File: src/rtl/ym_ch_mix.sv
// ym_ch_mix: per-channel operator accumulator with committed hold registers, a DAC override on channel DAC_CH, a round-robin offset-binary output sequencer and an optional YM_CH_MIX_LADDER_EN crossover offset
module ym_ch_mix #(
   parameter int CH_COUNT = 6,
   parameter int OP_W = 9,
   parameter int DAC_CH = CH_COUNT - 1,
   parameter int LADDER_OFS = 4,
   localparam int CH_W = $clog2(CH_COUNT)
) (
   input  logic            MCLK,
   input  logic            IC,
   input  logic            slot_en,
   input  logic [CH_W-1:0] ch_idx,
   input  logic [OP_W-1:0] op_value,
   input  logic            op_valid,
   input  logic            op_first,
   input  logic            op_last,
   input  logic            dac_en,
   input  logic [7:0]      dac_value,
   input  logic            dac_lsb,
   input  logic            out_tick,
   input  logic            sat_clr,
   output logic [OP_W-1:0] ch_out,
   output logic [CH_W-1:0] ch_out_idx,
   output logic            ch_out_valid,
   output logic            sat_flag
);
   localparam logic signed [OP_W-1:0] s_max = {1'b0, {(OP_W-1){1'b1}}};
   localparam logic signed [OP_W-1:0] s_min = {1'b1, {(OP_W-1){1'b0}}};
   logic signed [OP_W-1:0] acc [CH_COUNT];
   logic signed [OP_W-1:0] hold [CH_COUNT];
   logic [CH_W-1:0] ptr;
   logic hit, ovf;
   logic signed [OP_W-1:0] base, nxt, samp, lad, dac_word;
   logic signed [OP_W:0] sum;
   assign dac_word = OP_W'({~dac_value[7], dac_value[6:0], dac_lsb, {OP_W{1'b0}}} >> 9);
   always_comb begin
      hit = slot_en && ({1'b0, ch_idx} < (CH_W+1)'(CH_COUNT));
      base = (op_first || !hit) ? '0 : acc[ch_idx];
      sum = base + $signed(op_value);
      ovf = op_valid && (sum[OP_W] != sum[OP_W-1]);
      nxt = !op_valid ? base : ovf ? (sum[OP_W] ? s_min : s_max) : sum[OP_W-1:0];
      samp = (dac_en && ptr == CH_W'(DAC_CH)) ? dac_word : hold[ptr];
   end
`ifdef YM_CH_MIX_LADDER_EN
   logic signed [OP_W:0] lad_w;
   assign lad_w = samp[OP_W-1] ? samp - $signed((OP_W+1)'(LADDER_OFS)) : samp + $signed((OP_W+1)'(LADDER_OFS));
   assign lad = (lad_w[OP_W] != lad_w[OP_W-1]) ? (lad_w[OP_W] ? s_min : s_max) : lad_w[OP_W-1:0];
`else
   logic unused_ofs;
   assign unused_ofs = |LADDER_OFS;
   assign lad = samp;
`endif
   always_ff @(posedge MCLK) begin
      if (!IC) begin
         for (int k = 0; k < CH_COUNT; k++) begin
            acc[k] <= '0;
            hold[k] <= '0;
         end
         ptr <= '0;
         ch_out <= {1'b1, {(OP_W-1){1'b0}}};
         ch_out_idx <= '0;
         ch_out_valid <= 1'b0;
         sat_flag <= 1'b0;
      end else begin
         if (hit) begin
            acc[ch_idx] <= nxt;
            if (op_last) hold[ch_idx] <= nxt;
         end
         sat_flag <= (hit && ovf) || (sat_flag && !sat_clr);
         ch_out_valid <= out_tick;
         if (out_tick) begin
            ch_out <= {~lad[OP_W-1], lad[OP_W-2:0]};
            ch_out_idx <= ptr;
            ptr <= (ptr == CH_W'(CH_COUNT-1)) ? '0 : ptr + 1'b1;
         end
      end
   end
endmodule
File: config.mk
export PLATFORM = sky130hd
export DESIGN_NAME = ym_ch_mix
export DESIGN_NICKNAME = d
export VERILOG_FILES = /design/src/rtl/ym_ch_mix.sv
export SDC_FILE = /design/constraint.sdc
export NUM_CORES = 1
export LEC_CHECK = 0
export CAP_MARGIN = 20
export CORE_MARGIN = 5
export CORE_UTILIZATION = 35
export DETAILED_ROUTE_END_ITERATION = 8
export MAX_ROUTING_LAYER = met4
export PLACE_DENSITY = 0.61
export RECOVER_POWER = 50
export SYNTH_ARGS = -nofsm -noshare
export SYNTH_HDL_FRONTEND = slang
export SYNTH_SLANG_ARGS = --single-unit
File: constraint.sdc
create_clock -name MCLK -period 4.1 [get_ports MCLK]
set_input_delay 1.025 -clock MCLK [delete_from_list [all_inputs] [get_ports MCLK]]
set_output_delay 1.025 -clock MCLK [all_outputs]
set_load 0.01 [all_outputs]
Word level (Yosys, flattened, before mapping):

Memories as Yosys holds them, arrays and structs flattened. A register that Yosys moved wholly into a read port is not among the register bits.
Cells that the tools add are included.
Widths: inputs -> output; s select.

* memories kept: 2
* word-level logic and storage cells: 47
* flip-flop bits (word level): 17
* output and inout bits: 14
* RAM bits: 108
* input port bits: 30

* add/sub/neg operators: 2
* reductions and logical operators: 11
* multiplexer cells: 22
* bitwise logic cells: 2
* $lt $le $gt $ge: 1
* equal/unequal tests: 2

Memories
* acc: depth 6, width 9, rd ports 1, clocked after Yosys merged registers in 0, write ports 6, line 29 `logic signed [OP_W-1:0] acc [CH_COUNT];`
* hold: depth 6, width 9, rd ports 1, clocked after Yosys merged registers in 1, write ports 6, line 30 `logic signed [OP_W-1:0] hold [CH_COUNT];`

Operators by type and width (count)
* $mux 9: 7
* $reduce_or 9->1: 2
* $mux 3: 5
* $add 9x9->10: 1
* $mux 1: 10
* $logic_and 1x1->1: 5
* $add 3x1->3 const B: 1
* $eq 3x3->1 const B: 1
* $lt 3x3->1 const B: 1
* $logic_not 1->1: 2
* $logic_or 1x1->1: 2
* $not 1->1: 2
* $ne 1x1->1: 1

Depth between registers and ports, before layout:

* word-level depth: 11
* gate-level depth with buffers: 16
* gate-level depth less buffers: 12

Worst setup path before layout:

OpenSTA, ideal clock, no wires.

* path kind: input to register
* from: input ch_idx[0]
* to: memory acc[5][6], data pin
* path buffers: 4
* stages on the path: 16
* setup time: 285 ps
* arrival time: 3942 ps
* setup slack: -126 ps
* required time: 3815 ps
* cells stage by stage: buf_4 -> buf_4 -> mux4_2 -> mux2i_1 -> nor2_1 -> ha_1 -> inv_1 -> fa_1 -> nor2b_4 -> o31ai_1 -> a21o_1 -> buf_6 -> o21ai_2 -> a211oi_2 -> buf_6 -> nor4_2

RTL lines
* from (decl): line 12 `input logic [CH_W-1:0] ch_idx,`
* to (decl): line 29

==> parameters.txt <==
Parameter                              Value

Status
  Result of the run    completed

Global routing
  Overflow left after global routing    0
  M1 GR Usage    22.9%
  First-pass GRT wire length    35.7 mm
  Antenna violations before repair    0
  Pin count of the biggest net entering global routing    36
  Total global routing track utilization    17.1%
  Routing usage on met2    26.4%
  Routing usage on met3    4.10%
  Global route hottest layer    met2
  Via count of the first global-routing pass    6106

Clock tree
  Insertion delay to the later sink of the worst-skew pair    0.43 ns
  Clock sink count    164
  TritonCTS clock tree    done
  Count of H-tree levels built during CTS    4
  Clock Pin Slew Worst Setup and Hold Paths    0.07 ns
  Num CTS Buffers    17
  Buffers from clock root to sink, at most    2
  Cell at the root of the clock tree    sky130_fd_sc_hd__clkbuf_16

Setup path
  Slowest cell delay on critical path    0.53 ns
  Worst setup SP type    primary input
  Worst setup slack for register-to-register paths    0.63 ns
  Critical path's most frequent cell    sky130_fd_sc_hd__buf_4
  Number of cells on the worst reg-to-reg path    14
  Arrival time of data at the critical path endpoint    4.22 ns
  Critical path buffers and inverters    7
  Ordered cell list for the critical path    buf_4, buf_12, buf_4, mux4_2, mux2i_4, nor2_2, ha_4, and2_4, a221oi_4, buf_4, buf_4, a211o_4, nand3_1, a211oi_4, buf_6, clkbuf_16, nor4_2
  Worst-path fanout max    6
  Worst path slowest cell    sky130_fd_sc_hd__mux4_2
  Cell family with most CP delay    buffers and inverters
  Endpoint of the worst register-to-register path    acc[2][6]
  Reg-to-Reg Start    acc[6][3]
  WS Path Type    primary input to flop
  Data required time at the worst endpoint    4.27 ns
  Critical path capture point type    flop

Layout
  Synth-to-layout area growth    35.8%
  Final standard cell count with taps included and fillers excluded    1171
  Share of layout cells above drive strength 1    41.8%
  Final non-filler cell area    0.0118 mm²
  Net total in the final layout    874
  Antenna diodes    0

Timing
  Final number of max-transition violations    0
  Max-slew headroom    35.3%
  Worst Hold Slack    0.471 ns
  Final critical-path required period    4.04 ns
  Top achievable clock speed    247 MHz
  Worst Slack Setup Final    0.0573 ns
  Final hold violation count    0
  Finish-stage setup viols    0
  Tcrit/Tclk final    98.6%
  Slew of the pin with the lowest slew margin    0.969 ns
  Clock Skews    0.00845 ns

Power and ir drop
  Total power    0.00424 W
  Leakage power figure    4.24 nW
  Max rail drop VDD    0.308 mV
  Pwr per Cell Area    359 mW/mm²

Place
  Worst slack after detailed placement    -0.901 ns
  Standard cell area after detailed placement    0.0103 mm²
  Final weighted congestion of routability-driven global placement    0.849
  Hpwl dp    15.9 mm
  Number of cells after detailed placement    1095
  Buffers on Ports    43

Hold path
  Worst hold path startpoint    ch_out_idx[0]
  Count of cells along the worst hold path    2
  Class of the worst hold path    flop to flop
  Endpoint, Worst Hold    ch_out_idx[0]

Synth
  Top cells by area in the synthesized netlist    sky130_fd_sc_hd__edfxtp_1, sky130_fd_sc_hd__mux4_2, sky130_fd_sc_hd__dfxtp_1
  Mapped cell area    0.00868 mm²
  Number of storage elements in the synthesis netlist    164
  Average cell area after synthesis    13.5 µm²
  Synth warnings    0
  Syn Inst Count    643
  Top FF cell, synth    sky130_fd_sc_hd__edfxtp_1
  Share of synthesized cell area in full adder, half adder and majority cells    1.53%
  Cell type with the highest aggregate area in the netlist    sky130_fd_sc_hd__edfxtp_1
  Multiplexer share of the synthesized area    12.7%
  Synthesized-area fraction occupied by ao, oa, aoi and oai cells    12.1%
  Register area share after synthesis    54.4%
  Async S/R FF share, synth    0%
  Area share of the largest cell type after synthesis    49.8%
  XOR/XNOR share of the synthesized area    0.303%
  Largest family of logic cells by synthesized area    simple AND/OR/NAND/NOR gates
  Number of synthesized flops with an enable pin    144
  Share of synthesized cell area in and, or, nand and nor gates    14.8%
  Number of library cell types mapped by synthesis    69

Detailed routing
  Drt first-iter violations    543
  Vias per std cell    5.34
  Remaining DRCs    0
  Detailed-routing iteration count for the pre-antenna-repair pass    6
  Sum of routed wire length over all layers    23.8 mm
  Via Count    6257
  Routed WL per cell    20.3 µm
  Detail Route Antenna Nets    0

Floorplanning
  Std-Cell Core Area    0.0244 mm²
  Height of the chip    168 µm
  Initial Utilization    35.6%
  Full die area    0.0281 mm²
  FP Rows    57
  I/O pin count    44
  Horizontal extent of the die    168 µm

Job
  Max cap viols    0
## worst reg2reg max path, cell delays in order (launching register included)
cell	delay, ns
sky130_fd_sc_hd__edfxtp_1	0.38
sky130_fd_sc_hd__mux4_2	0.52
sky130_fd_sc_hd__mux2i_4	0.21
sky130_fd_sc_hd__nor2_2	0.08
sky130_fd_sc_hd__ha_4	0.22
sky130_fd_sc_hd__and2_4	0.17
sky130_fd_sc_hd__a221oi_4	0.32
sky130_fd_sc_hd__buf_4	0.18
sky130_fd_sc_hd__buf_4	0.10
sky130_fd_sc_hd__a211o_4	0.17
sky130_fd_sc_hd__nand3_1	0.24
sky130_fd_sc_hd__a211oi_4	0.28
sky130_fd_sc_hd__buf_6	0.16
sky130_fd_sc_hd__clkbuf_16	0.15
sky130_fd_sc_hd__nor4_2	0.05
## logic make-up (layout without fill, tap and decap cells)
family	Yosys count	count (layout)
AND/OR/NAND/NOR	204	204
flip-flops	164	164
AO/OA/AOI/OAI	127	127
buffers and inverters	69	238
multiplexers	65	65
adder cells (fa/ha/maj)	10	10
XOR/XNOR	3	3
other	1	36
## layer usage
metal / wire [µm] / part of all wire, %
met3: 1430 / 6.0
met1: 10600 / 45
met5: 0 / 0
met4: 444 / 1.9
met2: 11300 / 47
## power by group
| group | internal, W | total, W | switching, W |
|---|---|---|---|
| Clock | 0.000839 | 0.00153 | 0.000692 |
| Sequential | 0.00190 | 0.00193 | 0.0000346 |
| Combinational | 0.000364 | 0.000772 | 0.000408 |
| Total | 0.00310 | 0.00424 | 0.00114 |
## synthesized netlist by cell type (all sizes together) (2+ instances only)
cell / count
a211o: 2
a211oi: 6
a21o: 5
a21oi: 34
a311oi: 14
a31oi: 9
a41oi: 7
and2: 6
buf: 38
clkbuf: 19
dfxtp: 20
edfxtp: 144
ha: 9
inv: 12
mux2i: 29
mux4: 36
nand2: 36
nand2b: 5
nand3: 11
nand4b: 2
nor2: 56
nor3: 62
nor4: 12
nor4b: 3
o211ai: 5
o21a: 2
o21ai: 13
o22ai: 2
o31a: 3
o31ai: 16
o32ai: 3
or2: 4
xnor2: 3
## worst max-delay path by stage
stage | from | to | slack, ns | cells after the start
2_1_floorplan | ch_idx[1] | acc[5][2] | 0.01 | 16
3_3_place_gp | ch_idx[0] | hold[7][5] | -0.86 | 14
5_1_grt | ch_idx[0] | hold[0][7] | -0.02 | 20
3_5_place_dp | ch_idx[0] | hold[7][0] | -0.90 | 13
4_1_cts | ch_idx[0] | acc[3][5] | -0.003 | 15
6_report | ch_idx[0] | acc[2][6] | 0.06 | 17
## flip-flops by register name, indices dropped and copies added (netlist names), named ones only
register,flops
ch_out_valid,1
acc,72
ch_out,9
ch_out_idx,3
hold,72
ptr,3
sat_flag,1
## cell type report
| cell class | count | area (µm²) |
|---|---|---|
| fill | 2147 | 12600 |
| clock inverter | 11 | 88.8 |
| timing repair buffer | 194 | 1870 |
| multi-input combinational | 445 | 4180 |
| sequential | 164 | 4720 |
| tap | 324 | 405 |
| inverter | 12 | 45.0 |
| clock buffer | 21 | 470 |
## per-stage QoR
| step | setup TNS (ns) | utilization [%] |
|---|---|---|
| finish | 0 | 48.3 |
| global route | -0.118 | 48.3 |
| CTS | -0.00315 | 46.8 |
| detailed placement | -109.10 | 42.3 |
| global placement | -107.40 | 42.3 |
| floorplan | 0 | - |
## cell usage in the layout (no fill, tap or decap), drive strengths merged, types with 2 or more instances in the layout
| cell | Yosys | routed |
|---|---|---|
| o32ai | 3 | 3 |
| xnor2 | 3 | 3 |
| nor3 | 62 | 62 |
| nor4 | 12 | 12 |
| dlygate4sd3 | 0 | 16 |
| o31a | 3 | 3 |
| and2 | 6 | 6 |
| clkdlybuf4s50 | 0 | 23 |
| edfxtp | 144 | 144 |
| a21o | 5 | 5 |
| mux4 | 36 | 36 |
| clkbuf | 19 | 26 |
| bufbuf | 0 | 2 |
| a311oi | 14 | 14 |
| o31ai | 16 | 16 |
| o21a | 2 | 2 |
| ha | 9 | 9 |
| or2 | 4 | 4 |
| nand2b | 5 | 5 |
| nand3 | 11 | 11 |
| o22ai | 2 | 2 |
| o211ai | 5 | 5 |
| a211oi | 6 | 6 |
| clkinv | 0 | 3 |
| conb | 1 | 36 |
| o21ai | 13 | 13 |
| a211o | 2 | 2 |
| a21oi | 34 | 34 |
| nor4b | 3 | 3 |
| buf | 38 | 145 |
| mux2i | 29 | 29 |
| nand2 | 36 | 36 |
| inv | 12 | 20 |
| nand4b | 2 | 2 |
| nor2 | 56 | 56 |
| dfxtp | 20 | 20 |
| a31oi | 9 | 9 |
| a41oi | 7 | 7 |
## what timing repair did
action / 4_1_cts / 5_1_grt
hold buffers: 0 / 0
setup endpoints to repair: 145 / 134
endpoints found under the hold margin: 0 / 0
pin swaps: 17 / 23
buffers inserted: 23 / 16
gates cloned: 4 / 3
gates resized for setup: 53 / 52
No activity file was read; power rests on OpenSTA's default activity.
